===== src/rtl/ccff_chain_loader.sv =====
`default_nettype none
// ============================================================================
// Module      : ccff_chain_loader
// Description : Serialises bitstream words LSB-first into one ccff chain and
//               gates config_enable for exactly CHAIN_LEN shifts.
//               Optional CCFF_VERIFY_EN adds a CRC-checked loopback pass.
// Revision    : 1.0 - initial release
// ============================================================================
module ccff_chain_loader #(
  parameter  int CHAIN_LEN = 4,
  parameter  int WORD_W    = 8,
  localparam int CNT_W     = $clog2(CHAIN_LEN + 1)
) (
  input  logic              prog_clk,
  input  logic              pReset,
  input  logic              start,
  input  logic [WORD_W-1:0] s_data,
  input  logic              s_valid,
  output logic              s_ready,
  output logic              ccff_head,
  output logic              config_enable,
  input  logic              ccff_tail,
  output logic              busy,
  output logic              done,
  output logic              err,
  output logic [CNT_W-1:0]  bit_count
);

  localparam int               AVL_W     = $clog2(WORD_W + 1);
  localparam logic [CNT_W-1:0] LAST_CNT  = CNT_W'(CHAIN_LEN);
  localparam logic [AVL_W-1:0] WORD_REST = AVL_W'(WORD_W - 1);

  typedef enum logic [1:0] {
    S_IDLE   = 2'd0,
    S_LOAD   = 2'd1,
    S_VERIFY = 2'd2,
    S_DONE   = 2'd3
  } state_t;

  state_t            state_q, state_d;
  logic [WORD_W-1:0] word_q, word_d;
  logic [AVL_W-1:0]  avail_q, avail_d;
  logic              head_q, head_d;
  logic              cfg_en_q, cfg_en_d;
  logic [CNT_W-1:0]  bit_count_q, bit_count_d;

`ifdef CCFF_VERIFY_EN
  logic [15:0] crc_a_q, crc_a_d;
  logic [15:0] crc_b_q, crc_b_d;
  logic [15:0] crc_b_nx;
  logic        err_q, err_d;

  function automatic logic [15:0] crc_step(input logic [15:0] crc, input logic b);
    logic fb;
    fb = crc[15] ^ b;
    return {crc[14:0], 1'b0} ^ (fb ? 16'h1021 : 16'h0000);
  endfunction
`endif

  always_comb begin
    state_d     = state_q;
    word_d      = word_q;
    avail_d     = avail_q;
    head_d      = head_q;
    cfg_en_d    = 1'b0;
    bit_count_d = bit_count_q;
    s_ready     = 1'b0;
`ifdef CCFF_VERIFY_EN
    crc_a_d     = crc_a_q;
    crc_b_d     = crc_b_q;
    crc_b_nx    = crc_step(crc_b_q, ccff_tail);
    err_d       = err_q;
`endif
    case (state_q)
      S_IDLE: begin
        if (start) begin
          state_d     = S_LOAD;
          bit_count_d = '0;
          avail_d     = '0;
`ifdef CCFF_VERIFY_EN
          crc_a_d     = 16'hFFFF;
          crc_b_d     = 16'hFFFF;
          err_d       = 1'b0;
`endif
        end
      end
      S_LOAD: begin
`ifdef CCFF_VERIFY_EN
        if (cfg_en_q) crc_a_d = crc_step(crc_a_q, head_q);
`endif
        // bit_count tracks the bit on ccff_head now, so LAST_CNT marks the final shift
        if (bit_count_q == LAST_CNT) begin
          avail_d = '0;
`ifdef CCFF_VERIFY_EN
          state_d     = S_VERIFY;
          cfg_en_d    = 1'b1;
          bit_count_d = CNT_W'(1);
`else
          state_d     = S_DONE;
`endif
        end else begin
          s_ready = (avail_q == '0);
          if (avail_q != '0) begin
            head_d      = word_q[0];
            word_d      = word_q >> 1;
            avail_d     = avail_q - AVL_W'(1);
            cfg_en_d    = 1'b1;
            bit_count_d = bit_count_q + CNT_W'(1);
          end else if (s_valid) begin
            head_d      = s_data[0];
            word_d      = s_data >> 1;
            avail_d     = WORD_REST;
            cfg_en_d    = 1'b1;
            bit_count_d = bit_count_q + CNT_W'(1);
          end
        end
      end
`ifdef CCFF_VERIFY_EN
      S_VERIFY: begin
        crc_b_d = crc_b_nx;
        if (bit_count_q == LAST_CNT) begin
          state_d = S_DONE;
          err_d   = (crc_a_q != crc_b_nx);
        end else begin
          cfg_en_d    = 1'b1;
          bit_count_d = bit_count_q + CNT_W'(1);
        end
      end
`endif
      S_DONE:  state_d = S_IDLE;
      default: state_d = S_IDLE;
    endcase
  end

  always_ff @(posedge prog_clk) begin
    if (pReset) begin
      state_q     <= S_IDLE;
      word_q      <= '0;
      avail_q     <= '0;
      head_q      <= 1'b0;
      cfg_en_q    <= 1'b0;
      bit_count_q <= '0;
`ifdef CCFF_VERIFY_EN
      crc_a_q     <= 16'hFFFF;
      crc_b_q     <= 16'hFFFF;
      err_q       <= 1'b0;
`endif
    end else begin
      state_q     <= state_d;
      word_q      <= word_d;
      avail_q     <= avail_d;
      head_q      <= head_d;
      cfg_en_q    <= cfg_en_d;
      bit_count_q <= bit_count_d;
`ifdef CCFF_VERIFY_EN
      crc_a_q     <= crc_a_d;
      crc_b_q     <= crc_b_d;
      err_q       <= err_d;
`endif
    end
  end

  assign config_enable = cfg_en_q;
  assign bit_count     = bit_count_q;
  assign busy          = (state_q == S_LOAD) || (state_q == S_VERIFY);
  assign done          = (state_q == S_DONE);

`ifdef CCFF_VERIFY_EN
  // Loopback must present the tail bit of this very cycle, so it bypasses head_q
  assign ccff_head = (state_q == S_VERIFY) ? ccff_tail : head_q;
  assign err       = err_q;
`else
  logic unused_tail;
  assign unused_tail = ccff_tail;
  assign ccff_head   = head_q;
  assign err         = 1'b0;
`endif

endmodule
`default_nettype wire


===== config.mk =====
export PLATFORM = sky130hd
export DESIGN_NAME = ccff_chain_loader
export DESIGN_NICKNAME = d
export VERILOG_FILES = /design/src/rtl/ccff_chain_loader.sv
export SDC_FILE = /design/constraint.sdc
export NUM_CORES = 1
export LEC_CHECK = 0
export BUFFER_PORTS_ARGS = -buffer_cell sky130_fd_sc_hd__buf_2
export CORE_ASPECT_RATIO = 0.7
export CORE_MARGIN = 4
export CORE_UTILIZATION = 40
export DETAILED_ROUTE_END_ITERATION = 10
export SKIP_CTS_REPAIR_TIMING = 1
export SLEW_MARGIN = 20
export SYNTH_ARGS = -nofsm -noshare
export SYNTH_HDL_FRONTEND = slang
export SYNTH_SLANG_ARGS = --single-unit

===== constraint.sdc =====
create_clock -name prog_clk -period 2.9 [get_ports prog_clk]
set_clock_uncertainty 0.15 [all_clocks]
set_input_delay 0.145 -clock prog_clk [delete_from_list [all_inputs] [get_ports prog_clk]]
set_output_delay 0.145 -clock prog_clk [all_outputs]
set_load 0.01 [all_outputs]

== Yosys cells after proc, flatten, opt, wreduce, memory -nomap -nowiden ==
Index checks and enable logic that the tools add are counted.
W data, S select, Z words.

* Reductions and logical operators: 11
* Bitwise logic cells: 2
* Add/sub/neg operators: 2
* Multiplexer cells: 21
* Equality and inequality tests: 9

{| class="wikitable"
|+ Operators with widths
! kind !! number
|-
| $mux W4 || 4
|-
| $mux W8 || 2
|-
| $mux W3 || 4
|-
| $pmux W4 S2 || 1
|-
| $mux W1 || 6
|-
| $ne A2 B2 Y1 const B || 3
|-
| $pmux W3 S2 || 1
|-
| $reduce_and A3 Y1 || 2
|-
| $eq A2 B2 Y1 const B || 2
|-
| $logic_not A4 Y1 || 1
|-
| $mux W2 || 2
|-
| $ne A4 B4 Y1 const B || 1
|-
| $pmux W2 S2 || 1
|-
| $reduce_and A4 Y1 || 1
|-
| $reduce_bool A2 Y1 || 2
|-
| $reduce_bool A4 Y1 || 1
|-
| $sub A4 B1 Y4 const B || 1
|-
| $add A3 B1 Y3 const B || 1
|-
| $eq A3 B3 Y1 const B || 1
|-
| $ne A3 B3 Y1 const B || 1
|-
| $reduce_or A3 Y1 || 1
|-
| $eq A2 B1 Y1 const B || 1
|-
| $logic_not A2 Y1 || 1
|-
| $not A1 Y1 || 2
|-
| other kinds (2) || 2
|}

* Output and inout port bits: 9
* Bits in registers: 19

== Depth between registers and ports, before layout ==
* Word-level depth: 5
* Gate-level depth with buffers: 7

== Worst setup path after synthesis ==
No wires, ideal clock.

* Path kind: reg-to-reg
* Start point: reg bit_count_q[0], in the netlist bit_count[0]
* End point: reg avail_q[3]
* Library setup time: 0.073 ns
* Setup slack: 1.107 ns
* Period minus slack after synthesis: 1.793 ns
* Data arrival time: 1.570 ns
* Stages on the path, launching flop included: 6
* Buffers on the path: 0
* Cell sequence: dfxtp_1 -> inv_1 -> ha_1 -> a21bo_2 -> or4_1 -> o211ai_2

* Longest elaborated chain between the ends: 3
* Elaborated cells between the ends (all ways): 5

{| class="wikitable"
|+ RTL lines
! element !! RTL line !! text
|-
| start, declared || 45 || <nowiki>logic [CNT_W-1:0] bit_count_q, bit_count_d;</nowiki>
|-
| start signal, assigned || 154 || <nowiki>bit_count_q <= bit_count_d;</nowiki>
|-
| $eq A3 B3 Y1 (*) || 92 || <nowiki>if (bit_count_q == LAST_CNT) begin</nowiki>
|-
| $ne A4 B4 Y1 (no line) / $mux W4 (equally long branches) || n/a ||
|-
| $reduce_and A3 Y1 (no line) / $pmux W4 S2 (equally long branches) || n/a ||
|-
| end signal, assigned || 151 || <nowiki>avail_q <= avail_d;</nowiki>
|-
| end, declared || 42 || <nowiki>logic [AVL_W-1:0] avail_q, avail_d;</nowiki>
|}

Mark *: on every way between the ends. The rest lies on a longest branch, timed or not.
A chain may end at the register's enable or synchronous reset.

== Worst setup path after layout ==
* Start point: reg state_q[0]
* End point: out s_ready

* Longest elaborated chain between the ends: 2

{| class="wikitable"
|+ RTL lines
! element !! RTL line !! text
|-
| start, declared || 40 || <nowiki>state_t state_q, state_d;</nowiki>
|-
| start signal, assigned || 149 || <nowiki>state_q <= state_d;</nowiki>
|-
| $eq A2 B1 Y1 || 74 || <nowiki>case (state_q)</nowiki>
|-
| $mux W1 || 74 ||
|-
| end, declared || 19 || <nowiki>output logic s_ready,</nowiki>
|}

Every way passes these cells.

==> metrics.md <==
| Metric | Value |
|---|---|
| Remaining DRCs | 0 |
| WL/cell | 14.16 µm |
| Site Rows | 14 |
| Area growth syn-to-layout | 15.23% |
| Max_slew headroom | 63.73% |
| Synthesized instance count | between 100 and 150 |
| Async set or reset register ratio after synthesis | 0% |
| Seq cells post-synth | 18 |
| Global-route wire length before repair | 3705 µm |
| Non-Filler Instances | 160 |
| Multi-input logic area | 568.0 µm² |
| DRT iter0 DRCs | 47 |
| Core Area | 2260 µm² |
| CP endpoint | s_ready |
| Status | finished, final reports clean |
| Worst-margin pin slew | 0.5421 ns |
| Critical Path Start | state_q[0] |
| WP data required | 2.61 ns |
| Post-synth EDFFs | 0 |
| H-tree levels | 1 |
| Vias in the first global route | 759 |
| Netlist cell types | 37 |
| Hpwl dp | 1632 µm |
| Final setup TNS | 0 ns |
| Critical path launch point type | flip-flop |
| CP Max Fanout | 12 |
| Final hold vios | 0 |
| Fmax | about 0.48 GHz |
| Max Cap Viol | 0 |
| Crit path time final | 2.102 ns |
| Starting Density | 44.35% |
| Antenna violations before repair | 0 |
| Reg2reg path depth | 5 |
| Final WL | around 2300 µm |
| FF-to-FF Start | avail_q[0] |
| Fill count | around 230 |
| CP max stage delay | 0.42 ns |
| I/O pins | 22 |
| Die W | 67.83 µm |
| GRT overflow | 0 |
| Vias | 873 |
| CP max stage cell | dfxtp_1 |
| Synth warn | 0 |
| Nets | 148 |
| Share of cells above drive strength 1 | a little under a quarter |
| Post-Syn Nets | 128 |
| RSZ-0062 raised after global routing | false |
| VDD IR max | 226.0 µV |
| Power Density | 560.2 nW/µm² |
| Worst-Skew Late Latency | just under 0.3 ns |
| Crit-path cells | ha_1 -> a21boi_0 -> buf_4 -> and2_1 -> buf_2 |
| FF+latch area | 360.3 µm² |
| Ant diodes | 0 |
| GP Congestion | 0.7845 |
| Die extent in y | 49.88 µm |
| Die area | roughly 3400 µm² |
| Clk buf depth | 2 |
| Worst EP arrival | 1.81 ns |
| Num CTS Buffers | 3 |
| Post-Syn Area | 1002 µm² |
| Placed cell count | 155 |
| Synth Flop Type | dfxtp_1 |
| Final setup fails | 0 |
| GRT Total Usage | 14.16% |
| CTS Root Cell | clkbuf_4 |
| Router iterations before antenna repair | 4 |
| Register area share after synthesis | 35.96% |
| Buffers on Ports | 19 |
| Reg-to-reg endpoint | bit_count[2] |
| Final worst path period share | 72.49% |
| Static Leak | 0.5178 nW |
| CTS tree | built |
| Antenna-violating nets left | 0 |
| Min-Delay Path Class | in -> reg |
| Slew Viols, Final | 0 |
| Avg Cell Area, Syn | 9.195 µm² |
| Via density | 5.456 |
| Crit end category | output port |
| Clock transition at the registers of the reported paths | 0.11 ns |
| R2r setup slk | 0.86 ns |
| Clk sink count | 18 |
| WS Path Type | reg -> out |
| Largest net degree at the start of global routing | 19 |
-- layer usage --
layer	routed length [µm]	track usage, %
met1	1169	21.33
met2	969	19.06
met3	127	5.682
met4	0	1.650
met5	0	0
-- layout by cell type, fill, tap and decap left out, types with 2 or more instances in the layout --
cell type,Yosys,routed
nand2_1,2,2
nor3b_1,2,2
a31oi_1,3,3
o21ai_0,4,4
buf_4,2,2
clkbuf_4,0,3
a211oi_1,8,8
nand4_1,4,4
a21oi_1,10,10
nor3_1,3,3
buf_2,2,19
ha_1,6,6
inv_1,8,8
nor2_1,4,4
dfxtp_1,18,18
a32o_1,2,2
mux2i_1,8,8
and2_1,2,2
-- cells in the mapped netlist, drive strengths merged (3+ instances only) --
library cell / number / area [µm²]
dfxtp: 18 / 360.4
a21oi: 10 / 50.05
nand4: 4 / 25.02
a31oi: 3 / 18.77
nor3: 3 / 15.01
ha: 6 / 75.07
o21ai: 4 / 20.02
mux2i: 8 / 80.08
nor2: 4 / 15.01
a211oi: 8 / 60.06
buf: 5 / 36.28
inv: 8 / 30.03
-- where the power goes --
group	internal [mW]	total, mW	switching, mW
clock	0.0765	0.156	0.0791
combinational	0.0863	0.204	0.118
sequential	0.271	0.287	0.0167
total	0.433	0.647	0.214
-- how the worst min path moves through the flow --
stage / start / end / cells past startpoint
global placement: s_data[7] / word_q[6] / 3
CTS: s_data[7] / word_q[6] / 3
finish: s_valid / word_q[6] / 3
floorplan: s_valid / word_q[6] / 2
global route: s_valid / word_q[6] / 3
detailed placement: s_data[7] / word_q[6] / 3
-- through the flow --
stage          hold slack [ns]  power (mW)  worst slack [ns]  area [µm²]  utilization, %
3_3_place_gp            0.2835      0.4904            0.8856        1109           49.06
2_1_floorplan           0.1493      0.4458             1.107        1002               -
3_5_place_dp            0.2892      0.4945            0.8675        1109           49.06
4_1_cts               -0.03114      0.6512            0.8261        1145           50.66
5_1_grt               0.008049      0.6895            0.6074        1155           51.11
6_report             0.0003622      0.6470            0.7979        1155           51.11
-- kinds of logic after synthesis --
family,synth area share [%]
buffers and inverters,7.366
other,0.3742
adders and majority gates,7.490
DFF,35.96
muxes,9.114
and+or+nand+nor,15.23
AOI/OAI and AO/OA,24.47
-- cell type report --
type | count | share of cell area (%)
Timing Repair Buffer | 22 | 10.40
Multi-Input combinational cell | 76 | 49.19
Sequential cell | 18 | 31.20
Clock buffer | 4 | 3.142
Tap cell | 32 | 3.467
Inverter | 8 | 2.600
-- sequential cells by signal (all words and copies together) (netlist names) --
name / flops
avail_q: 4
word_q: 7
state_q: 2
bit_count: 3
config_enable: 1
ccff_head: 1
-- worst max-delay path: cells and delay by family (launching register included) --
kind,cells,cell delay [ns]
compound gates,1,0.22
flops,1,0.42
fa+ha+maj,1,0.35
buf+inv,2,0.34
simple gates,1,0.17
Power figures use the tool's default switching activity.
